## src/rtl/sync_to_hs_source.sv

```systemverilog
// sync_to_hs_source
//   Clocked front end for a self-timed pipeline. Words arrive on a
//   valid/ready interface and are buffered in a small FIFO. Each word is
//   then issued to the first handshake latch as a 4-phase bundled-data
//   transfer. The acknowledge is asynchronous and is synchronised first.
//
// Ports
//   clk        : clock; all state changes on the rising edge
//   rst        : synchronous reset, active-high
//   in_valid   : upstream word valid
//   in_ready   : FIFO can accept a word (not full, not in reset)
//   in_data    : upstream word
//   req_out    : 4-phase request, a plain flop output, high only in REQ
//   ack_out    : 4-phase acknowledge from downstream (asynchronous)
//   data_out   : bundled data, registered; changes only on a pop edge
//   fifo_level : number of words held in the FIFO
//   busy       : handshake FSM is not idle
module sync_to_hs_source #(
  parameter int DATA_W      = 3,
  parameter int DEPTH       = 4,
  parameter int SYNC_STAGES = 2
) (
  input  logic                       clk,
  input  logic                       rst,
  input  logic                       in_valid,
  output logic                       in_ready,
  input  logic [DATA_W-1:0]          in_data,
  output logic                       req_out,
  input  logic                       ack_out,
  output logic [DATA_W-1:0]          data_out,
  output logic [$clog2(DEPTH+1)-1:0] fifo_level,
  output logic                       busy
);

  localparam int AW = $clog2(DEPTH);
  localparam int LW = $clog2(DEPTH+1);
  localparam int SW = $clog2(SYNC_STAGES+1);
  localparam logic [SW-1:0] SETTLE_INIT = SW'(SYNC_STAGES);
  localparam logic [LW-1:0] FULL_LEVEL  = LW'(DEPTH);

  typedef enum logic [1:0] {IDLE, SETUP, REQ, RELEASE} state_t;

  state_t                   state, state_next;
  logic [DATA_W-1:0]        mem [DEPTH];
  logic [AW-1:0]            wr_ptr, rd_ptr;
  logic [LW-1:0]            count;
  logic [SYNC_STAGES-1:0]   ack_sync;
  logic [SW-1:0]            settle;
  logic                     ack_s;
  logic                     push, pop, empty, full;

  assign ack_s      = ack_sync[SYNC_STAGES-1];
  assign empty      = (count == '0);
  assign full       = (count == FULL_LEVEL);
  assign in_ready   = !full && !rst;
  assign push       = in_valid && in_ready;
  assign fifo_level = count;
  assign busy       = (state != IDLE);

  // Handshake sequencing. A pop loads data_out one full cycle before
  // req_out rises, giving the bundled-data setup margin. After reset the
  // synchroniser holds zeros that do not yet reflect ack_out, so IDLE
  // waits until the chain has refilled with real samples (settle == 0);
  // an acknowledge still held high downstream is then seen and respected.
  always_comb begin
    state_next = state;
    pop        = 1'b0;
    case (state)
      IDLE: begin
        if (!empty && !ack_s && (settle == '0)) begin
          pop        = 1'b1;
          state_next = SETUP;
        end
      end
      SETUP: state_next = REQ;
      REQ: begin
        if (ack_s) state_next = RELEASE;
      end
      RELEASE: begin
        if (!ack_s) begin
          if (!empty) begin
            pop        = 1'b1;
            state_next = SETUP;
          end else begin
            state_next = IDLE;
          end
        end
      end
      default: state_next = IDLE;
    endcase
  end

  always_ff @(posedge clk) begin
    if (rst) begin
      state    <= IDLE;
      req_out  <= 1'b0;
      data_out <= '0;
      wr_ptr   <= '0;
      rd_ptr   <= '0;
      count    <= '0;
      ack_sync <= '0;
      settle   <= SETTLE_INIT;
    end else begin
      state    <= state_next;
      // Registered straight from the next state: glitch-free, high only in REQ.
      req_out  <= (state_next == REQ);
      ack_sync <= {ack_sync[SYNC_STAGES-2:0], ack_out};
      if (settle != '0) settle <= settle - 1'b1;
      if (push) wr_ptr <= wr_ptr + 1'b1;
      if (pop) begin
        rd_ptr   <= rd_ptr + 1'b1;
        data_out <= mem[rd_ptr];
      end
      case ({push, pop})
        2'b10:   count <= count + 1'b1;
        2'b01:   count <= count - 1'b1;
        default: count <= count;
      endcase
    end
  end

  // Storage carries no reset; occupancy is tracked by the pointers and count.
  always_ff @(posedge clk) begin
    if (push) mem[wr_ptr] <= in_data;
  end

endmodule

```

## config.mk

```make
export PLATFORM = sky130hd
export DESIGN_NAME = sync_to_hs_source
export DESIGN_NICKNAME = d
export VERILOG_FILES = /design/src/rtl/sync_to_hs_source.sv
export SDC_FILE = /design/constraint.sdc
export NUM_CORES = 1
export LEC_CHECK = 0
export ABC_AREA = 1
export CORE_ASPECT_RATIO = 1.75
export CORE_MARGIN = 2
export CORE_UTILIZATION = 40
export DETAILED_ROUTE_END_ITERATION = 12
export SETUP_SLACK_MARGIN = 0.15
export SKIP_CTS_REPAIR_TIMING = 1
export SLEW_MARGIN = 10
export SYNTH_ARGS = -nofsm -noshare
export SYNTH_HDL_FRONTEND = slang
export SYNTH_SLANG_ARGS = --single-unit
```

## constraint.sdc

```tcl
create_clock -name clk -period 2.4 [get_ports clk]
set_input_delay 0.36 -clock clk [delete_from_list [all_inputs] [get_ports clk]]
set_output_delay 0.36 -clock clk [all_outputs]
set_load 0.02 [all_outputs]
```

== After elaboration in Yosys (flattened, before gate mapping) ==
Memory sizes are Yosys's and may differ from the RTL's. A register that Yosys moved wholly into a read port is not among the register bits.
Cells that the tools add are included.

* Add/subtract/negate cells: 5
* Eq/ne operators: 7
* Muxes and demuxes: 12
* Reduce and logical (&&, ||, !) cells: 14

{| class="wikitable"
|+ Operators with widths
! cell !! count
|-
| == test 2 bit, second input constant || 4
|-
| one-hot mux 2 bit (4 select lines) || 1
|-
| two-way mux 1 bit || 6
|-
| two-way mux 2 bit || 3
|-
| one-hot mux 3 bit (2 select lines) || 1
|-
| nonzero test 2 bit || 3
|-
| adder 2 x 1 -> 2 bit, second input constant || 2
|-
| == test 2 x 1 -> 1 bit, second input constant || 2
|-
| logical AND 1 bit || 4
|-
| logical NOT 1 bit || 4
|-
| logical NOT 2 bit || 2
|-
| adder 3 x 1 -> 3 bit, second input constant || 1
|-
| == test 3 bit, second input constant || 1
|-
| logical NOT 3 bit || 1
|-
| subtractor 3 x 1 -> 3 bit, second input constant || 1
|-
| one-hot mux 1 bit (2 select lines) || 1
|-
| subtractor 2 x 1 -> 2 bit, second input constant || 1
|}

* Flip-flop bits (word level): 14
* RAM bits: 12
* Bits of input ports: 7
* Output and inout bits: 9
* Word-level logic and storage cells: 46
* Memories kept: 1

{| class="wikitable"
|+ Memories
! memory !! words !! width !! rd ports !! clocked after Yosys merged registers in !! wr ports !! line !! text
|-
| mem || 4 || 3 || 1 || 1 || 1 || 44 || <nowiki>logic [DATA_W-1:0] mem [DEPTH];</nowiki>
|}

== Logic depth before layout (Yosys ltp) ==
Gate-level depths: netlist of the first run.

* Depth in word-level cells: 8
* Mapped depth: 14
* Depth with buffers taken out: 14

== Worst setup path after synthesis of the first run ==
OpenSTA, ideal clock, no wires.

* Path kind: register to register
* Start: reg state[0]
* End: reg count[2], in the netlist fifo_level[2]
* Library setup time: 0.119 ns
* Arrival: 1.993 ns
* Required time: 2.281 ns
* Slack: 0.287 ns
* Stages on the path, launching flop included: 13
* Buffers on the path: 0
* Period minus slack after synthesis: 2.113 ns
* Cells stage by stage: dfxtp_1 inv_1 ha_1 inv_1 nand2_4 nor2_8 ha_1 inv_1 fa_1 nand2_1 nand3_1 o21ai_0 a21oi_1

* Word-level cells in the longest chain between the ends: 4
* Elaborated cells on any way between the ends: 7
* Classes of those cells: 3 x eq/ne; 2 x mux; 2 x reduce/logical

{| class="wikitable"
|+ Ends and longest elaborated chain
! what !! line !! text
|-
| start: declaration || 43 || <nowiki>state_t state, state_next;</nowiki>
|-
| start signal: assignment || 104 || <nowiki>state <= state_next;</nowiki>
|-
| == test 2 bit or logical NOT 2 bit (tied branches) || 68 || <nowiki>case (state)</nowiki>
|-
| one-hot mux 1 bit (2 select lines) (*) || 68 ||
|-
| named net pop || 50 || <nowiki>logic push, pop, empty, full;</nowiki>
|-
| == test 2 x 1 -> 1 bit or == test 2 bit (tied branches) || 114 || <nowiki>case ({push, pop})</nowiki>
|-
| one-hot mux 3 bit (2 select lines) or nonzero test 2 bit (tied branches) || n/a ||
|-
| end signal: assignment || 115 || <nowiki>2'b10: count <= count + 1'b1;</nowiki>
|-
| end signal: assignment || 116 || <nowiki>2'b01: count <= count - 1'b1;</nowiki>
|-
| end signal: assignment || 117 || <nowiki>default: count <= count;</nowiki>
|-
| end: declaration || 46 || <nowiki>logic [LW-1:0] count;</nowiki>
|}

The timed path passes the listed nets; every way through them passes the cells marked *.
A chain may end at the register's enable or synchronous reset.

== Worst setup path after layout of the first run ==
Same ends and word-level chain as after synthesis.

==> results of run 1 <==
-- layer usage --
layer	vias up	wire (um)	GRT usage, %
met3	5	82	4.68
met5	-	0	0
met2	16	1460	25.7
li1	550	-	-
met1	476	858	12.1
met4	0	61	7.58
-- how the worst min path moves through the flow --
stage / cells after the start / endpoint / from
final: 2 / ack_sync[1] / ack_sync[0]
after floorplan: 2 / ack_sync[1] / ack_sync[0]
after detailed placement: 2 / ack_sync[1] / ack_sync[0]
after CTS: 2 / ack_sync[1] / ack_sync[0]
after global routing: 2 / ack_sync[1] / ack_sync[0]
after global placement: 2 / ack_sync[1] / ack_sync[0]
-- layout make-up --
class,instances,share of cell area [%]
multi-input cells,103,35.3
clock inverters,3,2.61
well taps,45,3.17
repair buffers,17,9.30
clock buffers,5,3.87
inverters,28,6.06
flip-flops and latches,29,39.7
-- power by group --
group | internal [mW] | switching, mW
clock | 0.310 | 0.191
combinational | 0.221 | 0.330
sequential | 0.582 | 0.0539
-- state kept, by name, summed over array words and instances, names as in the netlist --
name / cells
fifo_level: 3
mem: 12
settle: 2
state: 2
wr_ptr: 2
rd_ptr: 2
data_out: 3
ack_sync: 2
req_out: 1
-- cells by family (layout without fill, tap and decap cells) --
group,count (synthesis),count (layout),share of synthesized area (%)
flip-flops,29,29,48.6
XOR/XNOR,2,2,1.21
buffers and inverters,30,53,8.33
adder cells (fa/ha/maj),12,12,10.9
AND/OR/NAND/NOR,62,62,21.1
AO/OA/AOI/OAI,27,27,9.89
-- cells in the final DEF (no fill, tap or decap) --
cell type | netlist | final
nor2_1 | 32 | 32
ha_1 | 11 | 10
nand4_2 | 1 | 1
clkdlybuf4s50_1 | 0 | 15
nand2_2 | 4 | 4
o21ai_0 | 13 | 13
dfxtp_1 | 17 | 15
a21oi_2 | 2 | 2
xor2_1 | 2 | 2
nand3_2 | 1 | 1
inv_2 | 0 | 1
fa_2 | 0 | 1
a21oi_1 | 8 | 8
ha_2 | 0 | 1
nand3_1 | 4 | 4
nor2_2 | 1 | 1
nand2_4 | 3 | 3
inv_4 | 1 | 1
nand2_1 | 15 | 15
inv_1 | 27 | 26
dfxtp_2 | 0 | 1
o21ai_1 | 4 | 4
buf_4 | 1 | 2
clkinvlp_4 | 0 | 1
clkbuf_8 | 0 | 5
dfxtp_4 | 0 | 1
bufinv_16 | 0 | 1
nor2_8 | 1 | 1
edfxtp_1 | 12 | 12
clkinv_4 | 0 | 1
-- cells in the mapped netlist --
library cell	number	area (um2)
nand3_1	4	20.0
xor2_1	2	17.5
o21ai_0	13	65.1
a21oi_1	8	40.0
inv_4	1	6.26
nand4_2	1	12.5
edfxtp_1	12	360
ha_1	11	138
nor2_1	32	120
nand2_2	4	25.0
nand2_1	15	56.3
nor2_2	1	6.26
buf_4	1	7.51
a21oi_2	2	17.5
fa_1	1	20.0
nor2_8	1	20.0
o21ai_1	4	20.0
nand2_4	3	33.8
nand3_2	1	10.0
buf_2	1	5.00
inv_1	27	101
dfxtp_1	17	340
-- per-stage QoR --
| stage | hold slack, ns | utilization, % |
|---|---|---|
| final | 0.407 | 51.7 |
| after global routing | 0.421 | 51.7 |
| after floorplan | 0.388 | - |
| after CTS | 0.410 | 51.5 |
| after detailed placement | 0.402 | 48.1 |
| after global placement | 0.405 | 48.1 |
-- critical path, cell delays in order (launching register included) --
cell	delay, ns
dfxtp_4	0.37
inv_1	0.08
ha_1	0.30
inv_2	0.09
nand2_4	0.07
nor2_8	0.14
ha_2	0.19
inv_1	0.06
fa_2	0.34
nand2_1	0.07
nand3_1	0.08
o21ai_0	0.16
a21oi_1	0.06
==> impl_metrics.py, run 1 <==
metrics = {
    "worst_setup_path": {
        "worstSetupEndpointType": "register",
        "critPathRequiredTime_ns": 2.57,
        "critPathLaunchType": "register",
        "critPathArrivalTime_ns": 2.29,
        "critPathLaunch": "state[0]",
        "ff2ff_path_depth": 12,
        "r2r-start": "state[0]",
        "r2r-end": "fifo_level[2]",
        "path_max_fanout": 6,
        "crit_end": "fifo_level[2]",
        "critPathKind": "reg -> reg",
        "r2r_slack_ns": 0.28,
    },
    "power_and_ir_drop": {
        "finalPower_mw": 1.69,
        "ir_drop_uv": 571,
        "power.density_mw_per_mm2": 950,
        "static-leakage-power_nw": 0.756,
    },
    "timing": {
        "clock_skew_ns": 0.00529,
        "setup_ws_ns": 0.284,
        "slew_violations": 0,
        "relSlewSlack_pct": 79.6,
        "hold_violations": 0,
        "worstMarginPinSlew_ns": 0.305,
        "finalSetupTns_ns": 0,
        "finalCritPeriodShare_pct": 88.2,
        "max_freq_mhz": 473,
        "rsz0062_at_grt": "false",
        "final.min_clock_period_ns": 2.12,
        "final-setup-viol-count": 0,
    },
    "clock_network": {
        "worstSkewPairLatency_ns": 0.28,
        "cts.htree.levels": 2,
        "numCtsBuffers": 5,
        "root_buffer": "clkbuf_8",
        "cts_tree": "done",
        "clockBufferDepth": 2,
        "clk_pin_slew_worst_paths_ns": 0.07,
        "cts_sinks": 29,
    },
    "final_layout": {
        "final_net_count": 203,
        "layoutNonFillerInstCount": 230,
        "area_growth_syn_to_layout_pct": 23.2,
        "seqCellArea_um2": 706,
        "final_area_mm2": 0.00178,
        "antenna_cells": 0,
        "multi_input_area_um2": 627,
        "layout-drive-gt1-share_pct": 15.7,
        "nFillCells": 352,
    },
    "global_routing": {
        "overflow": 0,
        "track_usage_pct": 13.7,
        "grt_first_pass_wirelength_um": 4250,
        "antenna_found_initial": 0,
        "grt_max_degree": 12,
        "grt_pass1_vias": 1070,
    },
    "floorplan": {
        "core_area_mm2": 0.00343,
        "fp.dieW_um": 49.4,
        "row_count": 28,
        "io_pins": 16,
        "die_h_um": 83.4,
        "dieArea_mm2": 0.00412,
        "start_util_pct": 42.0,
    },
    "synth": {
        "ys_types": 22,
        "synth_nets": 181,
        "ys_seq_area_share_pct": 48.6,
        "yosysWarnings": 0,
        "syn_avg_cell_area_um2": 8.91,
        "syn-cell-area_mm2": 0.00144,
        "netlist_instances": 162,
        "ys_seq_elements": 29,
    },
    "placed_design": {
        "dp.final_hpwl_um": 1930,
        "port_buffers": 15,
        "place_area_mm2": 0.00165,
        "dp.cells": 222,
        "place_ws_ns": 0.136,
        "gp_congestion": 0.702,
    },
    "drt": {
        "drtAntennaViolNets": 0,
        "drt_iter0_drc": 17,
        "viasPerCell": 4.55,
        "drcViolationCount": 0,
        "detail_route.wl_per_cell_um": 10.7,
        "drtPass1Iterations": 4,
        "vias": 1047,
        "totalWireLength_um": 2470,
    },
    "outcome": {
        "status": "finished, final reports clean",
    },
    "flow_run": {
        "cap_viol_max_count": 0,
    },
    "worst_hold_path": {
        "hold_path_class": "reg -> reg",
    },
}
Power figures use the tool's default switching activity.
==> inputs of run 2 (changes only) <==
Settings changed: CORE_UTILIZATION 40 to 55, PLACE_DENSITY set to 0.78.
==> impl_metrics.py, run 2 (synthesis gave the netlist of run 1 again) <==
metrics = {
    "outcome": {
        "status": "finished, final reports clean",
    },
    "worst_setup_path": {
        "max_stage_delay_ns": 0.39,
        "critPathLaunchType": "register",
        "worstSetupEndpointType": "register",
        "critPathRequiredTime_ns": 2.57,
        "cp_slowest_cell": "fa_1",
        "path_common_cell": "inv_1",
        "critPathArrivalTime_ns": 2.29,
        "worstPathCellList": "inv_1 -> ha_1 -> inv_2 -> nand2_4 -> nor2_8 -> ha_4 -> inv_1 -> fa_1 -> nand2_1 -> nand3_1 -> o21ai_1 -> a21oi_1",
        "path_max_fanout": 6,
        "critPathKind": "reg -> reg",
    },
    "placed_design": {
        "dp.final_hpwl_um": 2030,
        "place_area_mm2": 0.00163,
        "dp.cells": 203,
        "gp_congestion": 0.832,
        "port_buffers": 15,
        "place_ws_ns": 0.0865,
    },
    "flow_run": {
        "cap_viol_max_count": 0,
    },
    "floorplan": {
        "row_count": 24,
        "io_pins": 16,
        "fp.dieW_um": 42.7,
        "dieArea_mm2": 0.00306,
        "start_util_pct": 57.9,
        "die_h_um": 71.8,
        "core_area_mm2": 0.00249,
    },
    "drt": {
        "vias": 1061,
        "drcViolationCount": 0,
        "drtPass1Iterations": 4,
        "totalWireLength_um": 2560,
        "drtAntennaViolNets": 0,
        "viasPerCell": 5.03,
        "detail_route.wl_per_cell_um": 12.1,
        "drt_iter0_drc": 28,
    },
    "final_layout": {
        "final_cell_mix": "nor2_1, inv_1, nand2_1, dfxtp_1, clkdlybuf4s50_1",
        "antenna_cells": 0,
        "area_growth_syn_to_layout_pct": 22.0,
        "layoutNonFillerInstCount": 211,
        "top_register": "mem",
        "final_common_cell": "nor2_1",
        "layout-drive-gt1-share_pct": 15.1,
        "final_net_count": 203,
        "final_area_mm2": 0.00176,
        "largest_reg_flops": 12,
    },
    "timing": {
        "final-setup-viol-count": 0,
        "hold_slack_ns": 0.406,
        "rsz0062_at_grt": "false",
        "slew_violations": 0,
        "hold_violations": 0,
        "finalCritPeriodShare_pct": 88.1,
        "relSlewSlack_pct": 79.7,
        "finalSetupTns_ns": 0,
        "max_freq_mhz": 473,
        "setup_ws_ns": 0.285,
        "final.min_clock_period_ns": 2.12,
        "clock_skew_ns": 0.00803,
        "worstMarginPinSlew_ns": 0.304,
    },
    "power_and_ir_drop": {
        "static-leakage-power_nw": 0.757,
        "power.density_mw_per_mm2": 959,
        "ir_drop_uv": 936,
    },
    "global_routing": {
        "grt_pass1_vias": 1065,
        "grtUsageMet2_pct": 38.0,
        "overflow": 0,
        "use_met3_pct": 5.29,
        "grt_max_degree": 12,
        "antenna_found_initial": 0,
        "grt_first_pass_wirelength_um": 4290,
        "gr-max-usage-layer": "met2",
        "gr-usage-met1_pct": 15.6,
        "track_usage_pct": 19.4,
    },
    "worst_hold_path": {
        "hold_path_class": "reg -> reg",
    },
    "clock_network": {
        "clk_pin_slew_worst_paths_ns": 0.07,
        "root_buffer": "clkbuf_8",
        "worstSkewPairLatency_ns": 0.28,
        "cts_tree": "done",
        "cts.htree.levels": 2,
        "numCtsBuffers": 5,
        "clockBufferDepth": 2,
        "cts_sinks": 29,
    },
}
-- run 2: cell counts in the layout (fill, tap and decap cells not counted) --
Identical to the previous run, type by type.
-- run 2: power by group --
group / switching (mW) / internal, mW / total [mW]
combinational: 0.331 / 0.220 / 0.552
clock: 0.188 / 0.310 / 0.498
sequential: 0.0559 / 0.582 / 0.637
-- run 2: area by class of cell --
type	instances	area (um2)
clock buffer	5	68.8
clock inverter	3	46.3
fill	214	732
inverter	28	108
multi-input combinational	103	634
sequential	29	706
tap	26	32.5
timing repair buffer	17	165
-- run 2: per-layer routing --
layer	wire [um]	part of all wire, %	vias up
met5	0	0	-
met4	80	3.1	0
met3	69	2.7	6
met2	1500	59	15
met1	902	35	486
li1	-	-	554
-- run 2: worst max-delay path, delay by kind of cell (launching register included) --
family | cells | cell delay (ns)
buffers and inverters | 3 | 0.23
and+or+nand+nor | 4 | 0.39
DFF | 1 | 0.37
adders and majority gates | 3 | 0.85
AOI/OAI and AO/OA | 2 | 0.18
-- run 2: per-stage QoR --
| step | utilization, % | power [mW] |
|---|---|---|
| 6_report | 70.6 | 1.69 |
| 3_3_place_gp | 65.3 | 1.16 |
| 2_1_floorplan | - | 1.03 |
| 4_1_cts | 69.9 | 1.69 |
| 5_1_grt | 70.6 | 1.80 |
| 3_5_place_dp | 65.3 | 1.19 |
-- run 2: worst paths after layout --
path         slack (ns)  cells after the start        start       endpoint
max                0.28                     12     state[0]  fifo_level[2]
min                0.41                      2  ack_sync[0]    ack_sync[1]
max reg2reg        0.28                     12     state[0]  fifo_level[2]
min reg2reg        0.41                      2  ack_sync[0]    ack_sync[1]
